`config.mk`:
```
export PLATFORM = sky130hd
export DESIGN_NAME = hazard_ctrl
export DESIGN_NICKNAME = d
export VERILOG_FILES = /design/src/rtl/hazard_ctrl.sv
export SDC_FILE = /design/constraint.sdc
export NUM_CORES = 1
export LEC_CHECK = 0
export CELL_PAD_IN_SITES_DETAIL_PLACEMENT = 0
export CELL_PAD_IN_SITES_GLOBAL_PLACEMENT = 1
export CORE_UTILIZATION = 30
export DETAILED_ROUTE_END_ITERATION = 7
export PLACE_DENSITY = 0.73
export SYNTH_ARGS = -nofsm -noshare
export SYNTH_HDL_FRONTEND = slang
export SYNTH_SLANG_ARGS = --single-unit
```
`constraint.sdc`:
```
create_clock -name clk_i -period 2.6 [get_ports clk_i]
set_input_delay 0.65 -clock clk_i [delete_from_list [all_inputs] [get_ports clk_i]]
set_output_delay 0.65 -clock clk_i [all_outputs]
set_load 0.02 [all_outputs]
```
`src/rtl/hazard_ctrl.sv`:
```
// Hazard controller for the five-stage MIPS core. It drives decode and execute forwarding,
// stall and flush, sequences the shared mult/div unit, and counts stalled cycles.
module hazard_ctrl #(
    parameter int MUL_CYCLES = 4,
    parameter int DIV_CYCLES = 32
) (
    input  logic        clk_i,
    input  logic        rst_i,
    input  logic [4:0]  rs_d_i,
    input  logic [4:0]  rt_d_i,
    input  logic [1:0]  branch_d_i,
    input  logic        jr_d_i,
    input  logic        md_start_d_i,
    input  logic        md_is_div_d_i,
    input  logic        md_read_d_i,
    input  logic [4:0]  rs_e_i,
    input  logic [4:0]  rt_e_i,
    input  logic [4:0]  write_reg_e_i,
    input  logic        reg_write_e_i,
    input  logic        mem_to_reg_e_i,
    input  logic [4:0]  write_reg_m_i,
    input  logic        reg_write_m_i,
    input  logic        mem_to_reg_m_i,
    input  logic [4:0]  write_reg_w_i,
    input  logic        reg_write_w_i,
    output logic        stall_f_o,
    output logic        stall_d_o,
    output logic        flush_e_o,
    output logic        forward_a_d_o,
    output logic        forward_b_d_o,
    output logic [1:0]  forward_a_e_o,
    output logic [1:0]  forward_b_e_o,
    output logic        md_start_o,
    output logic        md_busy_o,
    output logic        md_done_o,
    output logic [31:0] stall_count_o
);
    localparam int CW = $clog2(DIV_CYCLES + 1);

    typedef enum logic {IDLE, BUSY} state_t;

    state_t        state;
    logic [CW-1:0] cnt;
    logic          lw_stall, br_stall, md_stall, stall;
    logic          rs_rd_d, rt_rd_d;

    function automatic logic match(input logic [4:0] x, input logic [4:0] y);
        return (x == y) && (x != 5'd0);
    endfunction

    always_comb begin
        forward_a_e_o = 2'b00;
        if (reg_write_m_i && match(write_reg_m_i, rs_e_i))      forward_a_e_o = 2'b10;
        else if (reg_write_w_i && match(write_reg_w_i, rs_e_i)) forward_a_e_o = 2'b01;
        forward_b_e_o = 2'b00;
        if (reg_write_m_i && match(write_reg_m_i, rt_e_i))      forward_b_e_o = 2'b10;
        else if (reg_write_w_i && match(write_reg_w_i, rt_e_i)) forward_b_e_o = 2'b01;
    end

    assign forward_a_d_o = reg_write_m_i && match(write_reg_m_i, rs_d_i);
    assign forward_b_d_o = reg_write_m_i && match(write_reg_m_i, rt_d_i);

    assign lw_stall = mem_to_reg_e_i &&
                      (match(write_reg_e_i, rs_d_i) || match(write_reg_e_i, rt_d_i));

    // jr only reads rs in decode; branches read both operands for the early compare
    assign rs_rd_d  = (branch_d_i != 2'b00) || jr_d_i;
    assign rt_rd_d  = (branch_d_i != 2'b00);
    assign br_stall =
        (rs_rd_d && ((reg_write_e_i  && match(write_reg_e_i, rs_d_i)) ||
                     (mem_to_reg_m_i && match(write_reg_m_i, rs_d_i)))) ||
        (rt_rd_d && ((reg_write_e_i  && match(write_reg_e_i, rt_d_i)) ||
                     (mem_to_reg_m_i && match(write_reg_m_i, rt_d_i))));

    assign md_busy_o  = (state == BUSY);
    assign md_stall   = md_busy_o && (md_start_d_i || md_read_d_i);
    assign stall      = lw_stall || br_stall || md_stall;
    assign stall_f_o  = stall;
    assign stall_d_o  = stall;
    assign flush_e_o  = stall;
    assign md_start_o = (state == IDLE) && md_start_d_i && !lw_stall && !br_stall;

    always_ff @(posedge clk_i or negedge rst_i) begin
        if (!rst_i) begin
            state         <= IDLE;
            cnt           <= '0;
            md_done_o     <= 1'b0;
            stall_count_o <= 32'd0;
        end else begin
            md_done_o <= 1'b0;
            if (stall) stall_count_o <= stall_count_o + 32'd1;
            case (state)
                IDLE: if (md_start_o) begin
                    state <= BUSY;
                    cnt   <= md_is_div_d_i ? CW'(DIV_CYCLES - 1) : CW'(MUL_CYCLES - 1);
                end
                BUSY: if (cnt != '0) begin
                    cnt <= cnt - 1'b1;
                end else begin
                    state     <= IDLE;
                    md_done_o <= 1'b1;
                end
                default: state <= IDLE;
            endcase
        end
    end
endmodule
```
==> results of run 1 <==
-- worst paths after layout --
path	end	from	slack (ps)	depth (start not counted)
worst max register to register	stall_count_o[25]	stall_count_o[6]	380	7
worst min register to register	stall_count_o[31]	stall_count_o[31]	470	1
worst max-delay path	stall_f_o	write_reg_m_i[0]	-80	8
min in group asynchronous	stall_count_o[2]	rst_i	480	1
max in group asynchronous	stall_count_o[12]	rst_i	1550	1
worst min-delay path	stall_count_o[31]	stall_count_o[31]	470	1
-- critical path: cells and delay by family --
kind,cells,cell delay [ps]
simple gates,4,740
buf+inv,3,470
compound gates,1,150
-- flip-flops by register name, summed over array words and instances, names as in the netlist --
| name | flops |
|---|---|
| md_busy_o | 1 |
| md_done_o | 1 |
| stall_count_o | 32 |
| cnt | 6 |
-- cells by family (layout without fill, tap and decap cells) --
| group | count (synthesis) | count (layout) | synth area share (%) |
|---|---|---|---|
| XOR/XNOR | 73 | 73 | 24.9 |
| adder cells (fa/ha/maj) | 2 | 2 | 0.975 |
| flip-flops | 40 | 40 | 39.0 |
| multiplexers | 6 | 6 | 2.49 |
| AND/OR/NAND/NOR | 110 | 110 | 23.9 |
| buffers and inverters | 19 | 143 | 3.95 |
| AO/OA/AOI/OAI | 18 | 18 | 4.78 |
-- repair_timing --
item | 4_1_cts | 5_1_grt
pin swaps | 40 | 17
setup buffers | 4 | 1
hold endpoints to repair | 0 | 0
setup endpoints to repair | 41 | 9
resized for setup | 222 | 18
-- metal layers --
metal  share of wire, %  GRT usage, %
met1                 44          20.4
met2                 49          27.5
met3                5.1          3.95
met5                  0             0
met4                1.8          4.80
-- synth_stat cells, types with 2 or more instances --
| library cell | number | share of area (%) |
|---|---|---|
| o211ai_1 | 2 | 0.59 |
| clkbuf_1 | 2 | 0.29 |
| nand2_1 | 24 | 3.5 |
| inv_1 | 7 | 1.0 |
| nand4_1 | 5 | 1.2 |
| mux2i_1 | 3 | 1.2 |
| or4_1 | 3 | 0.88 |
| xnor2_1 | 21 | 7.2 |
| xor2_1 | 52 | 18 |
| nor4_4 | 2 | 1.7 |
| o22ai_1 | 2 | 0.49 |
| nor2_1 | 13 | 1.9 |
| a21oi_1 | 3 | 0.59 |
| nor4_1 | 17 | 4.1 |
| o21ai_0 | 2 | 0.39 |
| buf_4 | 2 | 0.59 |
| dfrtp_1 | 40 | 39 |
| nor3_1 | 16 | 3.1 |
| o21a_1 | 3 | 0.88 |
| o311ai_0 | 2 | 0.68 |
| buf_6 | 2 | 0.88 |
| mux2_2 | 3 | 1.3 |
| nand3_1 | 16 | 3.1 |
| ha_1 | 2 | 0.98 |
| and3_1 | 4 | 0.98 |
| buf_2 | 6 | 1.2 |
| o31ai_1 | 2 | 0.59 |
-- cell type report --
| class | count | area share [%] |
|---|---|---|
| inverter | 7 | 0.738 |
| clock inverter | 2 | 0.369 |
| tap | 105 | 3.23 |
| sequential | 40 | 24.6 |
| timing repair buffer | 128 | 27.2 |
| clock buffer | 6 | 2.03 |
| multi-input combinational | 209 | 41.8 |
-- power breakdown --
group / internal [mW] / switching (mW)
sequential: 0.764 / 0.173
combinational: 0.536 / 0.541
clock: 0.215 / 0.221
total: 1.52 / 0.935
-- stage by stage --
stage	util [%]	setup TNS, ps	hold WS [ps]	setup slack (ps)
finish	49.3	-281	469	-77.8
global route	49.3	-627	494	-147
CTS	48.8	-401	471	-92.7
detailed placement	46.1	-22280	458	-957
global placement	46.1	-21300	460	-926
floorplan	-	-389	354	-203
-- cell usage in the layout, fill, tap and decap left out, types with 7 or more instances in the layout --
cell type	count
xor2_1	48
nor4_1	13
nand2_1	22
nor2_1	12
dlygate4sd2_1	7
nand3_1	13
buf_6	17
xnor2_1	19
clkdlybuf4s50_1	38
dfrtp_1	40
buf_4	33
buf_2	20
nor3_1	11
==> impl_metrics.tcl, run 1 <==
set metrics [dict create \
    outcome "finished, violations left" \
    violations "setup timing" \
    rsz0062_at_grt "yes" \
    fin_cells 497 \
    final_nets 441 \
    rows 33 \
    wirelength_um 6940 \
    gr-usage-all-layers_pct 16.2 \
    criticalPathCategory "primary input to output port" \
    die_area_sq_um 8920 \
    numCtsBuffers 5 \
    holdBufCountCts 0 \
    critPathMaxStageDelay_ps 370 \
    final_hold_viol_count 0 \
    drive_above_1_share_pct 31.4 \
    fin_ws_ps -77.8 \
    async_flop_share_pct 100 \
    crit_arrival_ps 2030 \
    end_kind "output port" \
    yosysSeqAreaShare_pct 39.0 \
    final_area_sq_um 4070 \
    start_util_pct 31.1 \
    required_ps 1950 \
    vias 2351 \
    regArea_sq_um 1000 \
    drv_cap 0 \
    setup_viol 4 \
    postSynthAreaPerCell_sq_um 9.57 \
    path_cells "buf_8, nor3_4, nand2_2, o211ai_1, nor2_4, nor4_4, clkinvlp_4, buf_6" \
    n_antenna_cell 0 \
    viasPerCell 4.73 \
    post_drt_wl_per_cell_um 14.0 \
    slew-limit-headroom_pct 39.9 \
    clock_sinks 40 \
    dp_hpwl_um 5290 \
    synth_edf_count 0 \
    clk_latency_ps 290 \
    synth_nets 318 \
    yosys_warnings 0 \
    grt_overflow 0 \
    cts_tree "yes" \
    power_density_nw_per_um2 602 \
    cts_max_path_buffers 2 \
    antenna_found_initial 0 \
    p_leak_nw 1.84 \
    irDropWorstVdd_mv 0.274 \
    htree_levels 2 \
    start_kind "primary input" \
    area_delta_synth_final_pct 58.6 \
    grt_pass1_vias 2355 \
    globalplace.congestion 0.807 \
    num_io_pins 92 \
    grt_pass1_wl_um 11400 \
    drtIter0Drc 54 \
    netlist_area_sq_um 2560 \
    finalPower_mw 2.45 \
    tightest_slew_ps 902 \
    ys.flop_type "dfrtp_1" \
    final_max_slew_viol_count 0 \
    coreArea_sq_um 8260 \
    clkSlewWorstSetupHoldPaths_ps 80 \
    die_h_um 94.5 \
    hp-class "register to register" \
    dpl.cell_count 485 \
    die_w_um 94.5 \
    period_share_pct 103 \
    ant_nets 0 \
    drc 0 \
    n_fill_cell 801 \
    syn_inst 268 \
    ys_types 39 \
    cts-root-buf "clkbuf_8" \
    post-route-min-period_ps 2680 \
    cp_max_fo 3 \
    multi_input_area_sq_um 1700 \
    finClkSkew_ps 5.53 \
    critPathSlowestCell "nor4_4" \
    numPortBuffers 91 \
    ys_seq_elements 40 \
    dpl-instance-area_sq_um 3810 \
    grt_max_degree 41 \
    dr.pass1.iters 5 \
    fmax_mhz 373 \
]
(Power assumes the default switching activity.)
==> run 2, diff against run 1 <==
- CORE_ASPECT_RATIO: default -> 1.1
- CTS_CLUSTER_SIZE: default -> 40
- GPL_ROUTABILITY_DRIVEN: default -> 0
==> impl_metrics.tcl, run 2 (same netlist as run 1, synthesis figures left out) <==
set metrics [dict create \
    reg_top3 "stall_count_o x32, cnt x6" \
    n_antenna_cell 0 \
    cts-root-buf "clkbuf_8" \
    coreArea_sq_um 8320 \
    grt_max_degree 41 \
    grt_overflow 0 \
    gr-usage-all-layers_pct 15.9 \
    numCtsBuffers 5 \
    post_drt_wl_per_cell_um 13.6 \
    n_fill_cell 763 \
    clkSlewWorstSetupHoldPaths_ps 80 \
    cts_tree "yes" \
    outcome "finished, violations left" \
    area_delta_synth_final_pct 67.8 \
    largest_reg_flops 32 \
    start_util_pct 30.8 \
    rsz0062_at_grt "yes" \
    drv_cap 0 \
    fmax_mhz 375 \
    start_kind "primary input" \
    slew-limit-headroom_pct 39.9 \
    whs_ps 473 \
    irDropWorstVdd_mv 0.385 \
    critPathSlowestCell "nor3_2" \
    die_w_um 90.2 \
    vias 2421 \
    post-route-min-period_ps 2670 \
    grt_pass1_wl_um 11400 \
    tightest_slew_ps 902 \
    final_hold_viol_count 0 \
    dr.pass1.iters 5 \
    criticalPathCategory "primary input to output port" \
    crit_arrival_ps 2020 \
    clock_sinks 40 \
    finClkSkew_ps 5.96 \
    holdBufCountCts 0 \
    dp_hpwl_um 5070 \
    wirelength_um 6900 \
    cts_max_path_buffers 2 \
    drtIter0Drc 45 \
    final_common_cell "xor2_1" \
    hp-class "register to register" \
    r2r_slack_ps 560 \
    required_ps 1950 \
    numPortBuffers 91 \
    dp_slack_ps -969 \
    antenna_found_initial 0 \
    setup_viol 3 \
    final_cell_mix "xor2_1 (42), dfrtp_1 (40), buf_4 (40), clkdlybuf4s50_1 (39), nand2_1 (20)" \
    drive_above_1_share_pct 36.0 \
    p_leak_nw 1.95 \
    final_max_slew_viol_count 0 \
    die_area_sq_um 8920 \
    drc 0 \
    clk_latency_ps 290 \
    top_register "stall_count_o" \
    grt_pass1_vias 2450 \
    multi_input_area_sq_um 1810 \
    critPathMaxStageDelay_ps 220 \
    power_density_nw_per_um2 616 \
    rows 35 \
    ant_nets 0 \
    die_h_um 99.0 \
    period_share_pct 103 \
    num_io_pins 92 \
    cp_num_buf_inv 5 \
    fin_ws_ps -68.6 \
    path_cells "buf_6, xor2_2, nor3_2, nand3_2, a21oi_2, buf_6, nor4_4, buf_4, clkinvlp_4, buf_6" \
    htree_levels 2 \
    regArea_sq_um 1000 \
    violations "setup timing" \
    cpMostUsedCell "buf_6" \
    cp_max_fo 3 \
    final_nets 447 \
    cp_top_family "buffers and inverters" \
    viasPerCell 4.77 \
    end_kind "output port" \
]
==> run 2: cell types whose count changed in the layout (fill, tap and decap cells not counted), sizes merged <==
| cell | delta |
|---|---|
| clkbuf | -3 |
| bufinv | +2 |
| clkinvlp | -2 |
| clkdlybuf4s50 | +1 |
| dlygate4sd2 | -2 |
| dlymetal6s2s | +1 |
| buf | +8 |
==> run 2: repair_timing <==
item,CTS,global route
gates resized for setup,213,61
endpoints found under the setup margin,42,9
pin swaps,32,21
setup buffers,2,2
==> run 2: cell type report <==
cell class | count | area share [%]
tap | 111 | 3.23
sequential | 40 | 23.3
multi-input combinational | 209 | 42.1
clock buffer | 5 | 1.60
timing repair buffer | 134 | 27.8
clock inverter | 2 | 1.40
inverter | 7 | 0.698
==> run 2: worst reg2reg max path, delay by kind of cell (launching register included) <==
kind             cells  cell delay (ps)
XOR/XNOR             1              180
flip-flops           1              450
AND/OR/NAND/NOR      6             1340
==> run 2: routing by layer <==
layer	vias up	wire length [um]	global-route usage, %
met2	85	3400	26.8
met5	-	0	0
li1	1188	-	-
met3	10	462	4.94
met1	1138	2930	19.1
met4	0	110	5.71
==> run 2: worst paths after layout <==
path,startpoint,cells after the start,end
max reg2reg,stall_count_o[15],7,stall_count_o[30]
min in group asynchronous,rst_i,1,stall_count_o[23]
min reg2reg,stall_count_o[31],1,stall_count_o[31]
max in group asynchronous,rst_i,1,md_busy_o
min,stall_count_o[31],1,stall_count_o[31]
max,rt_d_i[1],10,stall_d_o
==> run 2: report_power, final <==
group,switching [mW],internal [mW]
combinational,0.560,0.566
sequential,0.173,0.764
clock,0.211,0.378
==> run 2: stage by stage <==
stage | power, mW | utilization [%] | std cells | instance area, sq um | setup TNS, ps
6_report | 2.65 | 51.7 | 508 | 4300 | -203
4_1_cts | 2.64 | 49.0 | 507 | 4080 | -290
2_1_floorplan | 1.55 | - | 268 | 2630 | -389
3_3_place_gp | 1.98 | 46.5 | 498 | 3870 | -21360
5_1_grt | 2.82 | 51.7 | 508 | 4300 | -490
3_5_place_dp | 2.01 | 46.5 | 498 | 3870 | -22600
